$ cat config.mk
export PLATFORM = sky130hd
export DESIGN_NAME = tstate_seq
export DESIGN_NICKNAME = d
export VERILOG_FILES = /design/src/rtl/cpu_pkg.sv /design/src/rtl/tseq_access.sv /design/src/rtl/tstate_seq.sv
export SDC_FILE = /design/constraint.sdc
export NUM_CORES = 1
export LEC_CHECK = 0
export ABC_AREA = 1
export BUFFER_PORTS_ARGS = -buffer_cell sky130_fd_sc_hd__buf_2
export CAP_MARGIN = 30
export CORE_MARGIN = 5
export CORE_UTILIZATION = 53
export DETAILED_ROUTE_END_ITERATION = 16
export PLACE_DENSITY = 0.84
export SLEW_MARGIN = 20
export SYNTH_ARGS = -nofsm -noshare
export SYNTH_HDL_FRONTEND = slang
export SYNTH_SLANG_ARGS = --single-unit
$ cat constraint.sdc
create_clock -name i_clk -period 1.97 [get_ports i_clk]
set_input_delay 0.394 -clock i_clk [delete_from_list [all_inputs] [get_ports i_clk]]
set_output_delay 0.394 -clock i_clk [all_outputs]
set_load 0.01 [all_outputs]
$ cat src/rtl/cpu_pkg.sv
// Shared CPU codes: T-state encodings and address-source selects.
// Used by decode, the T-state sequencer and the datapath.
package cpu_pkg;

    localparam int TSTATE_W = 6;
    localparam int ADDR_W   = 4;

    typedef enum logic [5:0] {
        T0_FETCH   = 6'd0,
        T1_DECODE  = 6'd1,
        T2_ZPG     = 6'd2,
        T2_ABS     = 6'd3,
        T3_ABS     = 6'd4,
        T2_ZPGXY   = 6'd5,
        T3_ZPGXY   = 6'd6,
        T2_ABSXY   = 6'd7,
        T3_ABSXY   = 6'd8,
        T4_ABSXY   = 6'd9,
        T2_XIND    = 6'd10,
        T3_XIND    = 6'd11,
        T4_XIND    = 6'd12,
        T5_XIND    = 6'd13,
        T2_INDY    = 6'd14,
        T3_INDY    = 6'd15,
        T4_INDY    = 6'd16,
        T5_INDY    = 6'd17,
        T_RMW_MOD  = 6'd18,
        T_RMW_WR   = 6'd19,
        T2_BRANCH  = 6'd20,
        T3_BRANCH  = 6'd21,
        T2_BRK     = 6'd22,
        T2_JSR     = 6'd23,
        T2_RTI     = 6'd24,
        T2_RTS     = 6'd25,
        T2_PHX     = 6'd26,
        T2_PLX     = 6'd27,
        T2_JMP     = 6'd28,
        T_CF       = 6'd29,
        T_JAM      = 6'd63
    } tstate_t;

    // ADDR_ZPG1 is the zero-page pointer high byte for (zp),Y.
    typedef enum logic [3:0] {
        ADDR_PC       = 4'd0,
        ADDR_ZPG      = 4'd1,
        ADDR_ZPG_IDX  = 4'd2,
        ADDR_ZPG_IDX1 = 4'd3,
        ADDR_ABS      = 4'd4,
        ADDR_ABS_IDX  = 4'd5,
        ADDR_ABS_FIX  = 4'd6,
        ADDR_PTR      = 4'd7,
        ADDR_PTR_IDX  = 4'd8,
        ADDR_PTR_FIX  = 4'd9,
        ADDR_ZPG1     = 4'd10
    } addr_src_t;

endpackage

$ cat src/rtl/tseq_access.sv
// Access-cycle resolver: maps the memory-pattern flags of the
// current opcode onto next state, write enable and commit.
module tseq_access
    import cpu_pkg::*;
(
    input  logic    read,
    input  logic    load,
    input  logic    store,
    input  logic    rmw,
    output tstate_t next,
    output logic    we,
    output logic    commit
);

    always_comb begin
        next   = T0_FETCH;
        we     = 1'b0;
        commit = 1'b0;
        if (rmw) begin
            next = T_RMW_MOD;
        end else if (store) begin
            we     = 1'b1;
            commit = 1'b1;
        end else begin
            commit = read | load;
        end
    end

endmodule

$ cat src/rtl/tstate_seq.sv
// Per-cycle T-state sequencer. Define TSEQ_PAGE_SKIP_EN to let
// no-carry indexed reads skip the page-fix cycle.
module tstate_seq
    import cpu_pkg::*;
#(
    parameter int STATE_W    = TSTATE_W,
    parameter int ADDR_SRC_W = ADDR_W
) (
    input  logic                  i_clk,
    input  logic                  i_rst,
    input  logic                  i_rdy,
    input  logic [STATE_W-1:0]    i_initial_state,
    input  logic                  i_single_byte,
    input  logic                  i_read,
    input  logic                  i_load,
    input  logic                  i_store,
    input  logic                  i_rmw,
    input  logic                  i_carry,
    input  logic                  i_cf_done,
    output logic [STATE_W-1:0]    o_state,
    output logic                  o_sync,
    output logic                  o_ir_ld,
    output logic                  o_pc_inc,
    output logic [ADDR_SRC_W-1:0] o_addr_src,
    output logic                  o_we,
    output logic                  o_commit,
    output logic                  o_cf_start,
    output logic                  o_jam
);

    tstate_t   state, nxt, a_next;
    addr_src_t src, acc_src, ea_src;
    logic      acc, skip, hold, a_we, a_commit;
    logic      sync, ir_ld, pc_inc, we, commit, cf_start, jam;

    tseq_access u_access (
        .read   (i_read),
        .load   (i_load),
        .store  (i_store),
        .rmw    (i_rmw),
        .next   (a_next),
        .we     (a_we),
        .commit (a_commit)
    );

`ifdef TSEQ_PAGE_SKIP_EN
    assign skip = (i_read | i_load) & ~i_carry;
`else
    assign skip = 1'b0;
`endif

    always_ff @(posedge i_clk) begin
        if (i_rst) begin
            state  <= T0_FETCH;
            ea_src <= ADDR_PC;
        end else begin
            state <= nxt;
            if (acc && !hold)
                ea_src <= acc_src;
        end
    end

    always_comb begin
        nxt      = state;
        src      = ADDR_PC;
        acc      = 1'b0;
        acc_src  = ADDR_PC;
        sync     = 1'b0;
        ir_ld    = 1'b0;
        pc_inc   = 1'b0;
        we       = 1'b0;
        commit   = 1'b0;
        cf_start = 1'b0;
        jam      = 1'b0;
        case (state)
            T0_FETCH: begin
                sync   = 1'b1;
                ir_ld  = 1'b1;
                pc_inc = 1'b1;
                nxt    = T1_DECODE;
            end
            T1_DECODE: begin
                pc_inc = ~i_single_byte;
                nxt    = tstate_t'(i_initial_state);
                commit = (nxt == T0_FETCH);
            end
            T2_ZPG:   begin acc = 1'b1; acc_src = ADDR_ZPG; end
            T2_ABS:   begin pc_inc = 1'b1; nxt = T3_ABS; end
            T3_ABS:   begin acc = 1'b1; acc_src = ADDR_ABS; end
            T2_ZPGXY: begin src = ADDR_ZPG; nxt = T3_ZPGXY; end
            T3_ZPGXY: begin acc = 1'b1; acc_src = ADDR_ZPG_IDX; end
            T2_ABSXY: begin pc_inc = 1'b1; nxt = T3_ABSXY; end
            T3_ABSXY: begin
                acc_src = ADDR_ABS_IDX;
                acc     = skip;
                src     = ADDR_ABS_IDX;
                nxt     = T4_ABSXY;
            end
            T4_ABSXY: begin acc = 1'b1; acc_src = ADDR_ABS_FIX; end
            T2_XIND:  begin src = ADDR_ZPG; nxt = T3_XIND; end
            T3_XIND:  begin src = ADDR_ZPG_IDX; nxt = T4_XIND; end
            T4_XIND:  begin src = ADDR_ZPG_IDX1; nxt = T5_XIND; end
            T5_XIND:  begin acc = 1'b1; acc_src = ADDR_PTR; end
            T2_INDY:  begin src = ADDR_ZPG; nxt = T3_INDY; end
            T3_INDY:  begin src = ADDR_ZPG1; nxt = T4_INDY; end
            T4_INDY: begin
                acc_src = ADDR_PTR_IDX;
                acc     = skip;
                src     = ADDR_PTR_IDX;
                nxt     = T5_INDY;
            end
            T5_INDY:  begin acc = 1'b1; acc_src = ADDR_PTR_FIX; end
            // Modify cycle rewrites the unmodified operand, as NMOS does.
            T_RMW_MOD: begin src = ea_src; we = 1'b1; nxt = T_RMW_WR; end
            T_RMW_WR: begin
                src    = ea_src;
                we     = 1'b1;
                commit = 1'b1;
                nxt    = T0_FETCH;
            end
            T2_BRANCH: nxt = i_carry ? T3_BRANCH : T0_FETCH;
            T3_BRANCH: nxt = T0_FETCH;
            T2_BRK, T2_JSR, T2_RTI, T2_RTS,
            T2_PHX, T2_PLX, T2_JMP: begin
                cf_start = 1'b1;
                nxt      = T_CF;
            end
            T_CF: begin
                if (i_cf_done) begin
                    commit = 1'b1;
                    nxt    = T0_FETCH;
                end
            end
            default: jam = 1'b1;
        endcase
        if (acc) begin
            src    = acc_src;
            nxt    = a_next;
            we     = a_we;
            commit = a_commit;
        end
        hold = ~i_rdy & ~we;
        if (hold) begin
            nxt      = state;
            ir_ld    = 1'b0;
            pc_inc   = 1'b0;
            commit   = 1'b0;
            cf_start = 1'b0;
        end
        if (i_rst) begin
            nxt      = T0_FETCH;
            ir_ld    = 1'b0;
            pc_inc   = 1'b0;
            we       = 1'b0;
            commit   = 1'b0;
            cf_start = 1'b0;
        end
    end

    assign o_state    = STATE_W'(state);
    assign o_addr_src = ADDR_SRC_W'(src);
    assign o_sync     = sync;
    assign o_ir_ld    = ir_ld;
    assign o_pc_inc   = pc_inc;
    assign o_we       = we;
    assign o_commit   = commit;
    assign o_cf_start = cf_start;
    assign o_jam      = jam;

endmodule

==> results of run 1 <==
-- synth_stat cells --
master     number
buf_4           1
o2111ai_1       3
nand3_1        27
nand2_2         3
nor3_1          3
inv_2           9
nand4_1         6
o21a_1          1
nor3_2          1
o211ai_1        2
nand3_4         2
nand2_4         1
nand3_2         8
o21ai_0         2
nand2_1        52
nor4_1          1
nor2_1         30
o21bai_4        1
nor2_2          7
buf_6           1
a31oi_1         1
nor2_4          7
a21oi_1         6
o21ai_1         4
dfxtp_1        10
inv_1          18
-- per-stage QoR --
step | area (µm²) | hold slack, ns | TNS [ns] | setup slack, ns
CTS | 1897 | 0.3547 | -0.4985 | -0.08579
detailed placement | 1663 | 0.4902 | -0.06079 | -0.03672
global placement | 1663 | 0.4956 | -0.01646 | -0.01646
floorplan | 1234 | 0.4549 | 0 | 0.03371
-- what timing repair did --
item	CTS
hold buffers	0
gates cloned	1
endpoints found under the setup margin	14
resized for setup	45
pin swaps	11
setup buffers	7
-- cell families after synthesis --
family	synth area share (%)
compound gates	10.85
buf+inv	9.736
simple gates	63.19
flops	16.23
==> results.py, run 1 <==
metrics = {
    "outcome": {
        "status": "aborted with a tool error",
        "stop_stage": "5_1_grt",
        "tool.error": "[ERROR DPL-0038] Utilization greater than 100%, impossible to legalize",
    },
    "die": {
        "row_count": 17,
        "die_x_um": 58.25,
        "ioPinCount": 33,
        "die_h_um": 58.25,
        "start_util_pct": 55.77,
    },
    "place": {
        "io_buffers": 32,
        "place_inst": 297,
        "hpwl_um": 3535,
        "gp_congestion": 0.9931,
    },
    "synthesis": {
        "synth_top_area_cell": "dfxtp_1",
        "synth.area.top_cells": "dfxtp_1 (16%), nand2_1 (16%), nand3_1 (11%), nor2_1 (9.1%), nand3_2 (6.5%)",
        "yosysUniqueCellTypes": 26,
        "yosysWarnings": 0,
        "synth_top_area_share_pct": 16.23,
        "syn-num-nets": 223,
        "syn_area_um2": 1234,
        "synth_cells": 207,
        "ys_seq_area_share_pct": 16.23,
        "synth.avg_cell_area_um2": 5.960,
        "synth-seq-cells": 10,
    },
    "timing": {
        "worst_endpoint": "o_jam",
        "endpoint_type": "output port",
    },
    "clock_network": {
        "cts_max_path_buffers": 2,
        "cts.sink_count": 10,
        "cts_made_buffers": 3,
        "root_buffer": "clkbuf_4",
        "cts_htree_levels": 1,
    },
    "global_routing": {
        "grt_max_degree": 10,
    },
}
==> inputs of run 2 (changes only) <==
--- a/config.mk
+++ b/config.mk
@@ -8,10 +8,10 @@
 export ABC_AREA = 1
 export BUFFER_PORTS_ARGS = -buffer_cell sky130_fd_sc_hd__buf_2
 export CAP_MARGIN = 30
-export CORE_MARGIN = 5
-export CORE_UTILIZATION = 53
+export CORE_AREA = 5 5 66 68
 export DETAILED_ROUTE_END_ITERATION = 16
-export PLACE_DENSITY = 0.84
+export DIE_AREA = 0 0 71 73
+export PLACE_DENSITY_LB_ADDON = 0.15
 export SLEW_MARGIN = 20
 export SYNTH_ARGS = -nofsm -noshare
 export SYNTH_HDL_FRONTEND = slang
==> run 2 against run 1 <==
Net effect:
- area after synthesis is the same
- the flow now finishes, with violations (negative setup slack)
- synthesized cell count is the same
==> results.py, run 2 <==
metrics = {
    "clock_network": {
        "cts_tree": "done",
        "root_buffer": "clkbuf_8",
        "cts_htree_levels": 1,
        "insertion_delay_ns": 0.25,
        "cts.clk_slew.worst_paths_ns": 0.05,
        "cts.sink_count": 10,
        "cts_made_buffers": 3,
        "cts_max_path_buffers": 2,
    },
    "global_routing": {
        "antenna_found_initial": 0,
        "grt_use_total_pct": 16.91,
        "grt_use_met3_pct": 4.132,
        "grt-busiest-layer": "met2",
        "use_met2_pct": 27.60,
        "grt_use_met1_pct": 21.85,
        "grt_pass1_vias": 1467,
        "grt_pass1_wl_um": 6948,
        "overflow": 0,
        "grt_max_degree": 15,
    },
    "synthesis": {
        "yosysUniqueCellTypes": 26,
        "yosysWarnings": 0,
        "synth_top_area_share_pct": 16.23,
        "synth_edf_count": 0,
        "synth.area.top_cells": "dfxtp_1 (16%), nand2_1 (16%), nand3_1 (11%), nor2_1 (9.1%), nand3_2 (6.5%)",
        "synth.top_cells.by_count": "nand2_1 (52), nor2_1 (30), nand3_1 (27)",
        "syn-num-nets": 223,
        "synthFlopType": "dfxtp_1",
        "syn_area_um2": 1234,
        "ys_async_sr_fraction_pct": 0,
        "synth-seq-cells": 10,
        "synth_cells": 207,
        "synth.most_common_cell": "nand2_1",
        "ys_seq_area_share_pct": 16.23,
        "synth_top_area_cell": "dfxtp_1",
        "synth.avg_cell_area_um2": 5.960,
    },
    "power": {
        "p_clk_share_pct": 7.2,
        "power_density_nw_per_um2": 1943,
        "power.internal_mw": 1.752,
        "p_switching_mw": 1.973,
        "irDropWorstVdd_uv": 824.7,
        "power.leakage_nw": 1.039,
        "pwr-share-seq_pct": 11.6,
        "power.share.switching_pct": 52.97,
        "power_frac_comb_pct": 81.2,
    },
    "worst_setup_path": {
        "cp.required_ns": 1.58,
        "critPathCaptureType": "output port",
        "cp_num_buf_inv": 3,
        "cp_cell_sequence": "nor2_4 > buf_12 > nand3_1 > nand2_1 > nor2_1 > nand2_1 > nor2_2 > nand2_4 > inv_1 > buf_2",
        "arrival_ns": 1.68,
        "cpMaxStageDelayCell": "dfxtp_4",
        "cp_slowest_stage_delay_ns": 0.36,
        "timing.rr.start": "o_state[4]",
        "criticalPathCategory": "flip-flop to output port",
        "crit_fanout": 7,
        "crit_start": "o_state[4]",
        "cpMostUsedCell": "nand2_1",
        "crit_path_start_kind": "flip-flop",
        "cp_top_family": "simple AND/OR/NAND/NOR gates",
        "reg2reg_slack_ns": 0.13,
    },
    "die": {
        "row_count": 23,
        "die_x_um": 71,
        "die_h_um": 73,
        "core_um2": 3799,
        "dieArea_um2": 5183,
        "ioPinCount": 33,
        "start_util_pct": 32.48,
    },
    "timing": {
        "finalCriticalPeriod_ns": 2.073,
        "fin_tns_setup_ns": -0.4385,
        "worst_clock_skew_ns": 0.002389,
        "relSlewSlack_pct": 80.45,
        "setup_violations": 8,
        "final.setup.worst_slack_ns": -0.1026,
        "finalCritPeriodShare_pct": 105.2,
        "worst_slew_pin_slew_ns": 0.2919,
        "max_clock_freq_ghz": 0.4825,
        "timing.hold.ws_ns": 0.3747,
        "drv_slew": 0,
        "rsz0062_at_grt": "true",
        "hold_viol_final": 0,
    },
    "place": {
        "dp_worst_setup_slack_ns": 0.04892,
        "io_buffers": 32,
        "hpwl_um": 3526,
        "gp_congestion": 0.8566,
        "place_inst": 315,
    },
    "drt": {
        "vias": 1606,
        "wirelength_um": 4326,
        "via_per_inst": 4.926,
        "ant_nets": 0,
        "first_pass_iters": 4,
        "wl_per_cell_um": 13.27,
        "drc": 0,
        "drt_iter0_markers": 100,
    },
    "outcome": {
        "status": "finished, violations left",
        "failed_checks": "negative setup slack",
    },
    "cells_and_area": {
        "layout-drive-gt1-share_pct": 47.83,
        "syn2layout_area_growth_pct": 55.38,
        "nNetsFinal": 293,
        "fin_cells": 326,
        "diodes": 0,
        "regArea_um2": 217.7,
        "fillers": 403,
        "layout_common_cells": "nand2_1 (48), buf_2 (32), buf_4 (28)",
        "final_common_cell": "nand2_1",
        "final_util_pct": 50.46,
        "multi_input_area_um2": 1006,
        "largest_reg_flops": 6,
    },
    "flow_run": {
        "cap_viol_max_count": 0,
    },
    "worst_hold_path": {
        "hp-class": "input pin to flip-flop",
        "hold_path_startpoint": "i_rst",
    },
}
[run 2: timing repair]
item / in CTS / in global routing
setup endpoints to repair: 10 / 13
pin swaps: 7 / 11
hold buffers: 0 / 0
gates resized for setup: 18 / 21
setup buffers: 4 / 2
cloned: 0 / 1
[run 2: logic make-up after synthesis]
group                  after synthesis  synth area share [%]
AO/OA/AOI/OAI                       20                 10.85
buffers and inverters               29                 9.736
flip-flops                          10                 16.23
AND/OR/NAND/NOR                    148                 63.19
[run 2: final cells by class]
class                   count  area share [%]
well taps                  50           3.264
inverters                  27           5.418
flip-flops and latches     10           11.36
multi-input cells         168           52.48
repair buffers             67           24.61
clock buffers               4           2.872
[run 2: power groups by stage]
stage / Combinational (mW) / Sequential (mW) / Clock (mW)
final: 3.02 / 0.432 / 0.269
after global routing: 3.33 / 0.446 / 0.293
after CTS: 2.75 / 0.424 / 0.282
after detailed placement: 2.61 / 0.398 / 0
after global placement: 2.65 / 0.397 / 0
after floorplan: 1.68 / 0.430 / 0
[run 2: final timing paths]
| path | endpoint | depth (start not counted) |
|---|---|---|
| setup / recovery | o_jam | 10 |
| hold / removal | ea_src[2] | 2 |
| setup reg to reg | o_state[3] | 12 |
| hold reg to reg | ea_src[1] | 2 |
[run 2: per-stage QoR]
step / power [mW] / instance area [µm²]
after floorplan: 2.112 / 1234
after global placement: 3.043 / 1660
after detailed placement: 3.012 / 1660
after CTS: 3.457 / 1794
after global routing: 4.069 / 1917
final: 3.725 / 1917
[run 2: routing by layer]
metal  vias up  share of wire (%)
met5         -                  0
met4         0                2.1
met3        11                5.5
met2        49                 46
met1       721                 46
li1        825                  -
(Power assumes the default switching activity.)
